**src/rtl/div_pkg.sv**
```systemverilog
// Shared types and opcode helpers for the iterative divider.
package div_pkg;

    typedef enum logic [2:0] {
        DIV  = 3'b001,
        DIVU = 3'b010,
        REM  = 3'b011,
        REMU = 3'b100
    } divsel_e;

    typedef enum logic [1:0] {IDLE, CALC, FIX, DONE} div_state_e;

    function automatic logic is_valid(logic [2:0] sel);
        return sel inside {DIV, DIVU, REM, REMU};
    endfunction

    function automatic logic is_signed(divsel_e sel);
        return (sel == DIV) || (sel == REM);
    endfunction

    function automatic logic is_rem(divsel_e sel);
        return (sel == REM) || (sel == REMU);
    endfunction

endpackage

```
**src/rtl/div_iter_param_if.sv**
```systemverilog
// Request/response bundle between the execute stage and the divider.
interface div_iter_param_if #(parameter int XLEN = 32);
    logic            start;
    logic [2:0]      divsel;
    logic [XLEN-1:0] a;
    logic [XLEN-1:0] b;
    logic            kill;
    logic            busy;
    logic            done;
    logic [XLEN-1:0] res;

    modport master (output start, divsel, a, b, kill, input busy, done, res);
    modport slave  (input start, divsel, a, b, kill, output busy, done, res);
endinterface

```
**src/rtl/div_step.sv**
```systemverilog
// One combinational restoring-division step on magnitudes.
module div_step #(parameter int XLEN = 32) (
    input  logic [XLEN-1:0] rem_in,
    input  logic            num_msb,
    input  logic [XLEN-1:0] divisor,
    output logic [XLEN-1:0] rem_out,
    output logic            q_bit
);
    logic [XLEN:0] shifted;
    logic [XLEN:0] diff;

    // rem_in < divisor always holds, so the top bit of diff is a clean borrow flag.
    assign shifted = {rem_in, num_msb};
    assign diff    = shifted - {1'b0, divisor};
    assign q_bit   = ~diff[XLEN];
    assign rem_out = q_bit ? diff[XLEN-1:0] : shifted[XLEN-1:0];
endmodule

```
**src/rtl/div_iter_param.sv**
```systemverilog
// Iterative restoring divider, UNROLL quotient bits per cycle.
// Optional last-result cache enabled by defining DIV_RESULT_CACHE_EN.
module div_iter_param
    import div_pkg::*;
#(
    parameter int XLEN   = 32,
    parameter int UNROLL = 1
) (
    input logic             clk,
    input logic             rst_n,
    div_iter_param_if.slave bus
);
    localparam int STEPS = XLEN / UNROLL;
    localparam int CW    = $clog2(STEPS);

    div_state_e      state, state_next;
    logic [CW-1:0]   cnt;
    logic            neg_q, neg_r, op_rem;
    logic [XLEN-1:0] num, rem, divisor, res_pend;

    divsel_e         sel;
    logic            accept, sel_signed, a_neg, b_neg, b_zero, ovf, special, hit;
    logic [XLEN-1:0] a_mag, b_mag, q_fin, r_fin, rem_calc;
    logic [UNROLL-1:0] q_bits;

    assign sel        = divsel_e'(bus.divsel);
    assign accept     = ((state == IDLE) || (state == DONE)) && bus.start
                        && is_valid(bus.divsel) && !bus.kill;
    assign sel_signed = is_signed(sel);
    assign a_neg      = sel_signed & bus.a[XLEN-1];
    assign b_neg      = sel_signed & bus.b[XLEN-1];
    assign a_mag      = a_neg ? -bus.a : bus.a;
    assign b_mag      = b_neg ? -bus.b : bus.b;
    assign b_zero     = (bus.b == '0);
    assign ovf        = sel_signed && (bus.a == {1'b1, {(XLEN-1){1'b0}}}) && (&bus.b);
    assign special    = b_zero | ovf;
    assign bus.busy   = (state == CALC) || (state == FIX) || accept;

    assign q_fin = neg_q ? -num : num;
    assign r_fin = neg_r ? -rem : rem;

`ifdef DIV_RESULT_CACHE_EN
    logic            c_valid, c_signed, op_signed, op_special;
    logic [XLEN-1:0] c_a, c_b, c_q, c_r, op_a, op_b;
    assign hit = c_valid && (bus.a == c_a) && (bus.b == c_b) && (sel_signed == c_signed);
`else
    assign hit = 1'b0;
`endif

    // Step chain, MSB of the dividend consumed first.
    for (genvar i = 0; i < UNROLL; i++) begin : g_step
        logic [XLEN-1:0] r_in, r_out;
        logic            q;
        if (i == 0) begin : g_first
            assign r_in = rem;
        end else begin : g_next
            assign r_in = g_step[i-1].r_out;
        end
        div_step #(.XLEN(XLEN)) u_step (
            .rem_in (r_in),
            .num_msb(num[XLEN-1-i]),
            .divisor(divisor),
            .rem_out(r_out),
            .q_bit  (q)
        );
        assign q_bits[UNROLL-1-i] = q;
    end
    assign rem_calc = g_step[UNROLL-1].r_out;

    // NOTE: sequential state uses non-blocking assignments so every flop samples pre-edge values.
    always_ff @(posedge clk or negedge rst_n) begin
        if (!rst_n) state <= IDLE;
        else        state <= state_next;
    end

    // NOTE: default first so no path through this block leaves state_next unassigned (no latch).
    always_comb begin
        state_next = state;
        unique case (state)
            IDLE, DONE: begin
                if (accept) state_next = hit ? DONE : (special ? FIX : CALC);
                else        state_next = IDLE;
            end
            CALC:    if (cnt == '0) state_next = FIX;
            FIX:     state_next = DONE;
            default: state_next = IDLE;
        endcase
        if (bus.kill) state_next = IDLE;
    end

    always_ff @(posedge clk or negedge rst_n) begin
        if (!rst_n) begin
            cnt      <= '0;
            neg_q    <= 1'b0;
            neg_r    <= 1'b0;
            op_rem   <= 1'b0;
            num      <= '0;
            rem      <= '0;
            divisor  <= '0;
            res_pend <= '0;
            bus.done <= 1'b0;
            bus.res  <= '0;
`ifdef DIV_RESULT_CACHE_EN
            c_valid    <= 1'b0;
            c_signed   <= 1'b0;
            op_signed  <= 1'b0;
            op_special <= 1'b0;
            c_a <= '0; c_b <= '0; c_q <= '0; c_r <= '0;
            op_a <= '0; op_b <= '0;
`endif
        end else begin
            bus.done <= 1'b0;
            if ((state == DONE) && !bus.kill) begin
                bus.done <= 1'b1;
                bus.res  <= res_pend;
            end
            if (accept) begin
                // Special cases preload num/rem so FIX produces the architected result unchanged.
                neg_r   <= a_neg;
                neg_q   <= (a_neg ^ b_neg) & ~b_zero;
                op_rem  <= is_rem(sel);
                divisor <= b_mag;
                cnt     <= CW'(STEPS - 1);
                num     <= b_zero ? '1 : a_mag;
                rem     <= b_zero ? a_mag : '0;
`ifdef DIV_RESULT_CACHE_EN
                op_a       <= bus.a;
                op_b       <= bus.b;
                op_signed  <= sel_signed;
                op_special <= special;
                if (hit)          res_pend <= is_rem(sel) ? c_r : c_q;
                else if (special) c_valid  <= 1'b0;
`endif
            end else if (state == CALC) begin
                num <= {num[XLEN-UNROLL-1:0], q_bits};
                rem <= rem_calc;
                cnt <= cnt - 1'b1;
            end else if ((state == FIX) && !bus.kill) begin
                res_pend <= op_rem ? r_fin : q_fin;
`ifdef DIV_RESULT_CACHE_EN
                if (!op_special) begin
                    c_valid  <= 1'b1;
                    c_signed <= op_signed;
                    c_a      <= op_a;
                    c_b      <= op_b;
                    c_q      <= q_fin;
                    c_r      <= r_fin;
                end
`endif
            end
`ifdef DIV_RESULT_CACHE_EN
            if (bus.kill) c_valid <= 1'b0;
`endif
        end
    end
endmodule
```
**src/flat_wrapper.sv**
```systemverilog
// flat-port wrapper written by rule: the top's interface ports become plain ports
module div_iter_param_flat import div_pkg::*;
#(
    parameter int XLEN   = 32,
    parameter int UNROLL = 1
)
  (clk, rst_n, bus_start, bus_divsel, bus_a, bus_b, bus_kill, bus_busy, bus_done, bus_res);
  div_iter_param_if #(.XLEN(XLEN)) bus_i ();
  input logic clk;
  input logic rst_n;
  input wire logic [$bits(bus_i.start)-1:0] bus_start;
  input wire logic [$bits(bus_i.divsel)-1:0] bus_divsel;
  input wire logic [$bits(bus_i.a)-1:0] bus_a;
  input wire logic [$bits(bus_i.b)-1:0] bus_b;
  input wire logic [$bits(bus_i.kill)-1:0] bus_kill;
  output wire logic [$bits(bus_i.busy)-1:0] bus_busy;
  output wire logic [$bits(bus_i.done)-1:0] bus_done;
  output wire logic [$bits(bus_i.res)-1:0] bus_res;
  assign bus_i.start = bus_start;
  assign bus_i.divsel = bus_divsel;
  assign bus_i.a = bus_a;
  assign bus_i.b = bus_b;
  assign bus_i.kill = bus_kill;
  assign bus_busy = bus_i.busy;
  assign bus_done = bus_i.done;
  assign bus_res = bus_i.res;
  div_iter_param #(.XLEN(XLEN), .UNROLL(UNROLL)) u_core (.clk(clk), .rst_n(rst_n), .bus(bus_i));
endmodule
```
**config.mk**
```make
export PLATFORM = sky130hd
export DESIGN_NAME = div_iter_param_flat
export DESIGN_NICKNAME = d
export VERILOG_FILES = /design/src/rtl/div_pkg.sv /design/src/rtl/div_iter_param_if.sv /design/src/rtl/div_step.sv /design/src/rtl/div_iter_param.sv /design/src/flat_wrapper.sv
export SDC_FILE = /design/constraint.sdc
export NUM_CORES = 1
export LEC_CHECK = 0
export CORE_AREA = 2 2 185 142
export CTS_BUF_LIST = sky130_fd_sc_hd__clkbuf_8
export CTS_CLUSTER_DIAMETER = 50
export DETAILED_ROUTE_END_ITERATION = 10
export DIE_AREA = 0 0 187 144
export PLACE_DENSITY = 0.8
export SETUP_SLACK_MARGIN = 0.5
export SLEW_MARGIN = 20
export SYNTH_ARGS = -nofsm -noshare
export SYNTH_HDL_FRONTEND = slang
export SYNTH_SLANG_ARGS = --single-unit
export TNS_END_PERCENT = 30
```
**constraint.sdc**
```tcl
create_clock -name clk -period 5.2 [get_ports clk]
set_clock_uncertainty 0.05 [all_clocks]
set_input_delay 1.04 -clock clk [delete_from_list [all_inputs] [get_ports clk]]
set_output_delay 1.04 -clock clk [all_outputs]
set_load 0.03 [all_outputs]
```
# Word level (Yosys, flattened, before mapping)
# Index checks and enable logic that the tools add are counted.
[totals]
reg_bits = 171
input_bits = 71
out_inout_bits = 34
[op_classes]
n_addsub = 6
eq_ne = 9
muxes = 20
bitwise_logic = 9
reduce_logical = 21
[ops]
columns = ["op", "count"]
rows = [
  ["two-way mux 32 bit", 12],
  ["negator 32 bit", 4],
  ["subtractor 33 x 32 -> 33 bit", 1],
  ["== test 32 bit, second input constant", 1],
  ["logical NOT 32 bit", 1],
  ["AND reduction 32 bit", 1],
  ["two-way mux 5 bit", 2],
  ["two-way mux 2 bit", 4],
  ["logical AND 1 bit", 7],
  ["== test 3 x 2 -> 1 bit, second input constant", 2],
  ["one-hot mux 2 bit (3 select lines)", 1],
  ["logical NOT 5 bit", 1],
  ["logical OR 1 bit", 5],
  ["subtractor 5 x 1 -> 5 bit, second input constant", 1],
  ["== test 2 bit, second input constant", 2],
  ["inverter 1 bit", 4],
  ["nonzero test 4 bit", 1],
  ["bitwise AND 1 bit", 3],
  ["== test 3 x 1 -> 1 bit, second input constant", 1],
  ["== test 3 bit, second input constant", 1],
  ["!= test 3 bit, second input constant", 1],
  ["AND reduction 3 bit", 1],
  ["== test 2 x 1 -> 1 bit, second input constant", 1],
  ["logical NOT 2 bit", 1],
  ["6 further kinds", 6],
]

# Logic depth before layout (Yosys ltp)
[logic_depth]
word_depth = 9
ltp_mapped = 13

# Hierarchy
# Synthesis repeated with hierarchy kept, for this count alone.
[unflattened]
hier_cells = 1386
area_unflattened_um2 = 12458.2
[modules_own_cells]
columns = ["mod", "n_inst", "cells_per_inst", "area_per_inst_um2", "seq_area_each_um2"]
rows = [
  ["div_iter_param", 1, 1081, 10099.7, 4279.1],
  ["div_step", 1, 305, 2358.5, 0.0],
]

# Worst setup path before layout
# No wires, ideal clock.
[synth_path]
path_kind = "input port to flip-flop"
start = "input port bus_b[18]"
end = "register u_core.rem[22], in the netlist u_core.g_step[0].r_in[22]"
arrival_ns = 3.303
slack_ns = 1.764
path_stages = 9
cell_sequence = "or4_1 > nor4_1 > nor3b_1 > nand2_1 > nor4_4 > and2_1 > clkbuf_1 > a22oi_1 > o21ai_0"
[synth_via]
elab_chain_cells = 3
[synth_rtl]
columns = ["element", "line", "text"]
rows = [
  ["start: declaration", "flat_wrapper.sv:14", "input wire logic [$bits(bus_i.b)-1:0] bus_b;"],
  ["logical NOT 32 bit", "div_iter_param.sv:34", "assign b_zero = (bus.b == '0);"],
  ["two-way mux 32 bit", "div_iter_param.sv:125", "rem <= b_zero ? a_mag : '0;"],
  ["two-way mux 32 bit", "div_iter_param.sv:117", "if (accept) begin"],
  ["end signal: assignment", "div_iter_param.sv:125", ""],
  ["end signal: assignment", "div_iter_param.sv:136", "rem <= rem_calc;"],
  ["end: declaration", "div_iter_param.sv:19", "logic [XLEN-1:0] num, rem, divisor, res_pend;"],
]
# No other way between the ends.
# A chain may end at the register's enable or synchronous reset.

# Worst setup path after layout
[layout_path]
start = "input port bus_b[8]"
end = "register u_core.rem[31], in the netlist u_core.g_step[0].r_in[31]"
# Same word-level chain as after synthesis.

==> results by group <==
Pwr
  • Final Total Pwr: 0.00870 W
  • Cell Pwr Density: 627 nW/um^2
  • Total leakage power: 5.71 nW
  • Worst VDD drop: 301 uV

Synth
  • Commonest cells in the netlist: 183 x o21ai_0, 171 x dfrtp_1, 154 x nand2_1, 114 x a21oi_1, 83 x xnor2_1
  • Library cells used by synthesis: 64
  • FF+latch count, synth: 171
  • Ys async rst share: 100%
  • Average size of a mapped cell: 8.41 sq um
  • Netlist Area Pre-Place: 12100 sq um
  • Synthesized Nets: 1554
  • Post-synth EDFFs: 0
  • Part of the Yosys area used for sequential elements: 35.3%
  • Top-count cell post-synth: o21ai_0
  • Yosys top cell by area: dfrtp_1
  • Syn Inst Count: 1440
  • Synth warn: 0
  • Top cells by area, synth: dfrtp_1 35%, o21ai_0 7.6%, xnor2_1 6.0%, nand2_1 4.8%, a21oi_1 4.7%
  • Post-synth top area share: 35.3%
  • Main synth FF type: dfrtp_1

Min path
  • Worst min-delay path class: reg2reg
  • Worst hold path depth: 2
  • Worst Min Path Start: u_core.res_pend[2]
  • Hold path endpoint: u_core.res_pend[2]

Critical path
  • Reg-to-reg slack, setup: 1.12 ns
  • CP startpoint kind: input pin
  • R2R Path Start: u_core.num[31]
  • Critical path fanouts, max: 8
  • Max stage delay cell, worst path: nor4_1
  • CP arrival: 4.63 ns
  • CP endpoint kind: flop
  • R2R cell count: 15
  • Worst Path Required: 5.55 ns
  • Critical path class: in2reg
  • Worst-path cell chain: clkdlybuf4s50_1 -> or4_1 -> nor4_1 -> nand2_1 -> nor4_4 -> nand2_1 -> o21ai_0 -> nor2_1 -> a21oi_1
  • Critical path's largest stage delay: 0.64 ns
  • Crit path top cell by count: nand2_1
  • Reg2reg end: u_core.g_step[0].r_in[22]

CTS
  • CTS sink cnt: 171
  • Post_cts resized: 0
  • Post-CTS Hold Fix Bufs: 0
  • Total CTS buffers: 17
  • Number of setup buffers added after CTS: 0
  • H-tree lvl count: 4
  • Clk slew on worst S/H paths: 0.10 ns
  • Clock root cell: clkbuf_8
  • Clk buf depth: 2
  • Clk_lat worst skew: 0.48 ns
  • CTS tree: done

Place
  • Port Buffers: 104
  • Routability Congestion: 0.880
  • Post-DP HPWL: 25600 microns
  • Placed Area: 13400 sq um
  • Place WS: 0.655 ns

STA
  • Fin crit period: 4.27 ns
  • Fmax: 0.234 GHz
  • Slew HR: 31.6%
  • RSZ-0062 raised after global routing: false
  • Finish-stage setup viols: 0
  • Worst setup slack after layout: 0.926 ns
  • Setup TNS: 0 ns
  • Slew Viols, Final: 0
  • Worst Max-Slew Pin Slew: 1.03 ns
  • Final hold viol count: 0
  • Final worst path period share: 82.2%

Floorplan
  • Initial core utilization: 47.8%
  • Die ar.: 26900 sq um
  • Die X-Extent: 187 microns
  • Die height: 144 microns
  • # IOs: 105
  • Total core area: 25300 sq um
  • Row count: 51

Route
  • Routed vias: 11199
  • DRT Wirelength: 34600 microns
  • DRC Markers: 0
  • ANT nets after route: 0
  • First DRT Iteration DRCs: 1077
  • Vias/cell: 6.03
  • Wirelength per Cell: 18.6 microns
  • TritonRoute pass-1 iters: 5

Cells and area
  • FF+latch area: 4280 sq um
  • Area Overhead vs Synth: 14.6%
  • Finished Cell Area: 13900 sq um
  • Ant. Diodes: 0
  • NumNets Final: 1615
  • Fill cells: 2306
  • Multi-input gate area: 7340 sq um
  • Layout cells sized above 1: 6.74%

GRT
  • Global-route wire length before repair: 55000 microns
  • GRT Overall Usage: 25.5%
  • Antenna violations before repair: 0
  • Gr ovfl total: 0
  • Largest net degree at the start of global routing: 96
  • Vias in the first global route: 10553

Outcome
  • Outcome: finished clean

Flow run
  • MaxCap Viol Count: 0
==> metal layers <==
layer	up-vias	part of all wire (%)	GRT usage [%]
met1	5420	44	34.2
met3	66	7.2	5.02
met5	-	0	0
li1	5289	-	-
met2	424	46	41.7
met4	0	2.7	8.35
==> metrics by stage <==
step,cells,util [%],hold slack [ns]
floorplan,1440,-,0.394
global placement,1826,53.0,0.413
detailed placement,1826,53.0,0.419
CTS,1858,54.8,0.439
global route,1858,54.8,0.452
finish,1858,54.8,0.431
==> power by group <==
part / switching (W) / total, W / internal (W) / leakage (nW)
logic: 0.00297 / 0.00513 / 0.00215 / 3.35
clock network: 0.000513 / 0.00107 / 0.000559 / 0.231
registers: 0.000636 / 0.00250 / 0.00187 / 2.13
total: 0.00412 / 0.00870 / 0.00458 / 5.71
==> worst max-delay path: cells and delay by family <==
kind | cells | cell delay (ns)
buffers and inverters | 1 | 0.49
and+or+nand+nor | 6 | 2.57
AOI/OAI and AO/OA | 2 | 0.53
==> registers in the layout, indices dropped and copies added (netlist names) <==
register and flops:
u_core.bus.res 32, u_core.divisor 32, u_core.g_step.r_in 32, u_core.num 32
u_core.res_pend 32, u_core.cnt 5, u_core.state 2, u_core.bus.done 1
u_core.neg_q 1, u_core.neg_r 1, u_core.op_rem 1
==> cell usage in the layout, fill, tap and decap left out, types with 6 or more instances in the layout <==
master             n
a211oi_1          20
a21o_1             6
a21oi_1          114
a22oi_1            7
a31oi_1           17
a32oi_1            6
and2_1            11
and3_1            13
buf_4             19
clkbuf_8          20
clkdlybuf4s50_1  103
dfrtp_1          171
ha_1              41
inv_1             55
mux2_2            33
mux2i_1           38
nand2_1          153
nand2b_1          17
nand3_1           16
nand4_1           14
nor2_1            71
nor2b_1            9
nor3_1            56
nor4_1             8
o21ai_0          183
o21ai_1            8
o31ai_1           31
o41ai_1           14
or2_2              6
or3_1             15
or4_1             15
xnor2_1           83
xor2_1            65
==> logic make-up after synthesis <==
family | count (synthesis) | share of synthesized area (%)
muxes | 71 | 6.21
and+or+nand+nor | 422 | 17.0
AOI/OAI and AO/OA | 450 | 22.0
xor gates and xnor gates | 148 | 10.7
buffers and inverters | 135 | 4.21
DFF | 171 | 35.3
adders and majority gates | 43 | 4.50
==> final cells by class <==
cell class                      count  area share, %
Sequential cell                   171           30.8
Tap cell                          344           3.10
Multi-Input combinational cell   1134           52.9
Timing Repair Buffer              123           8.53
Inverter                           54           1.46
Clock buffer                       20           1.98
Clock inverter                     12           1.23
==> how the worst max path moves through the flow <==
stage | start | to | cells after the start
5_1_grt | bus_b[16] | u_core.g_step[0].r_in[31] | 10
3_5_place_dp | bus_b[8] | u_core.g_step[0].r_in[31] | 9
2_1_floorplan | bus_b[18] | u_core.g_step[0].r_in[22] | 9
4_1_cts | bus_b[8] | u_core.g_step[0].r_in[31] | 9
3_3_place_gp | bus_b[8] | u_core.g_step[0].r_in[31] | 9
6_report | bus_b[8] | u_core.g_step[0].r_in[31] | 9
Note: power is estimated with default switching activity, not from simulation.
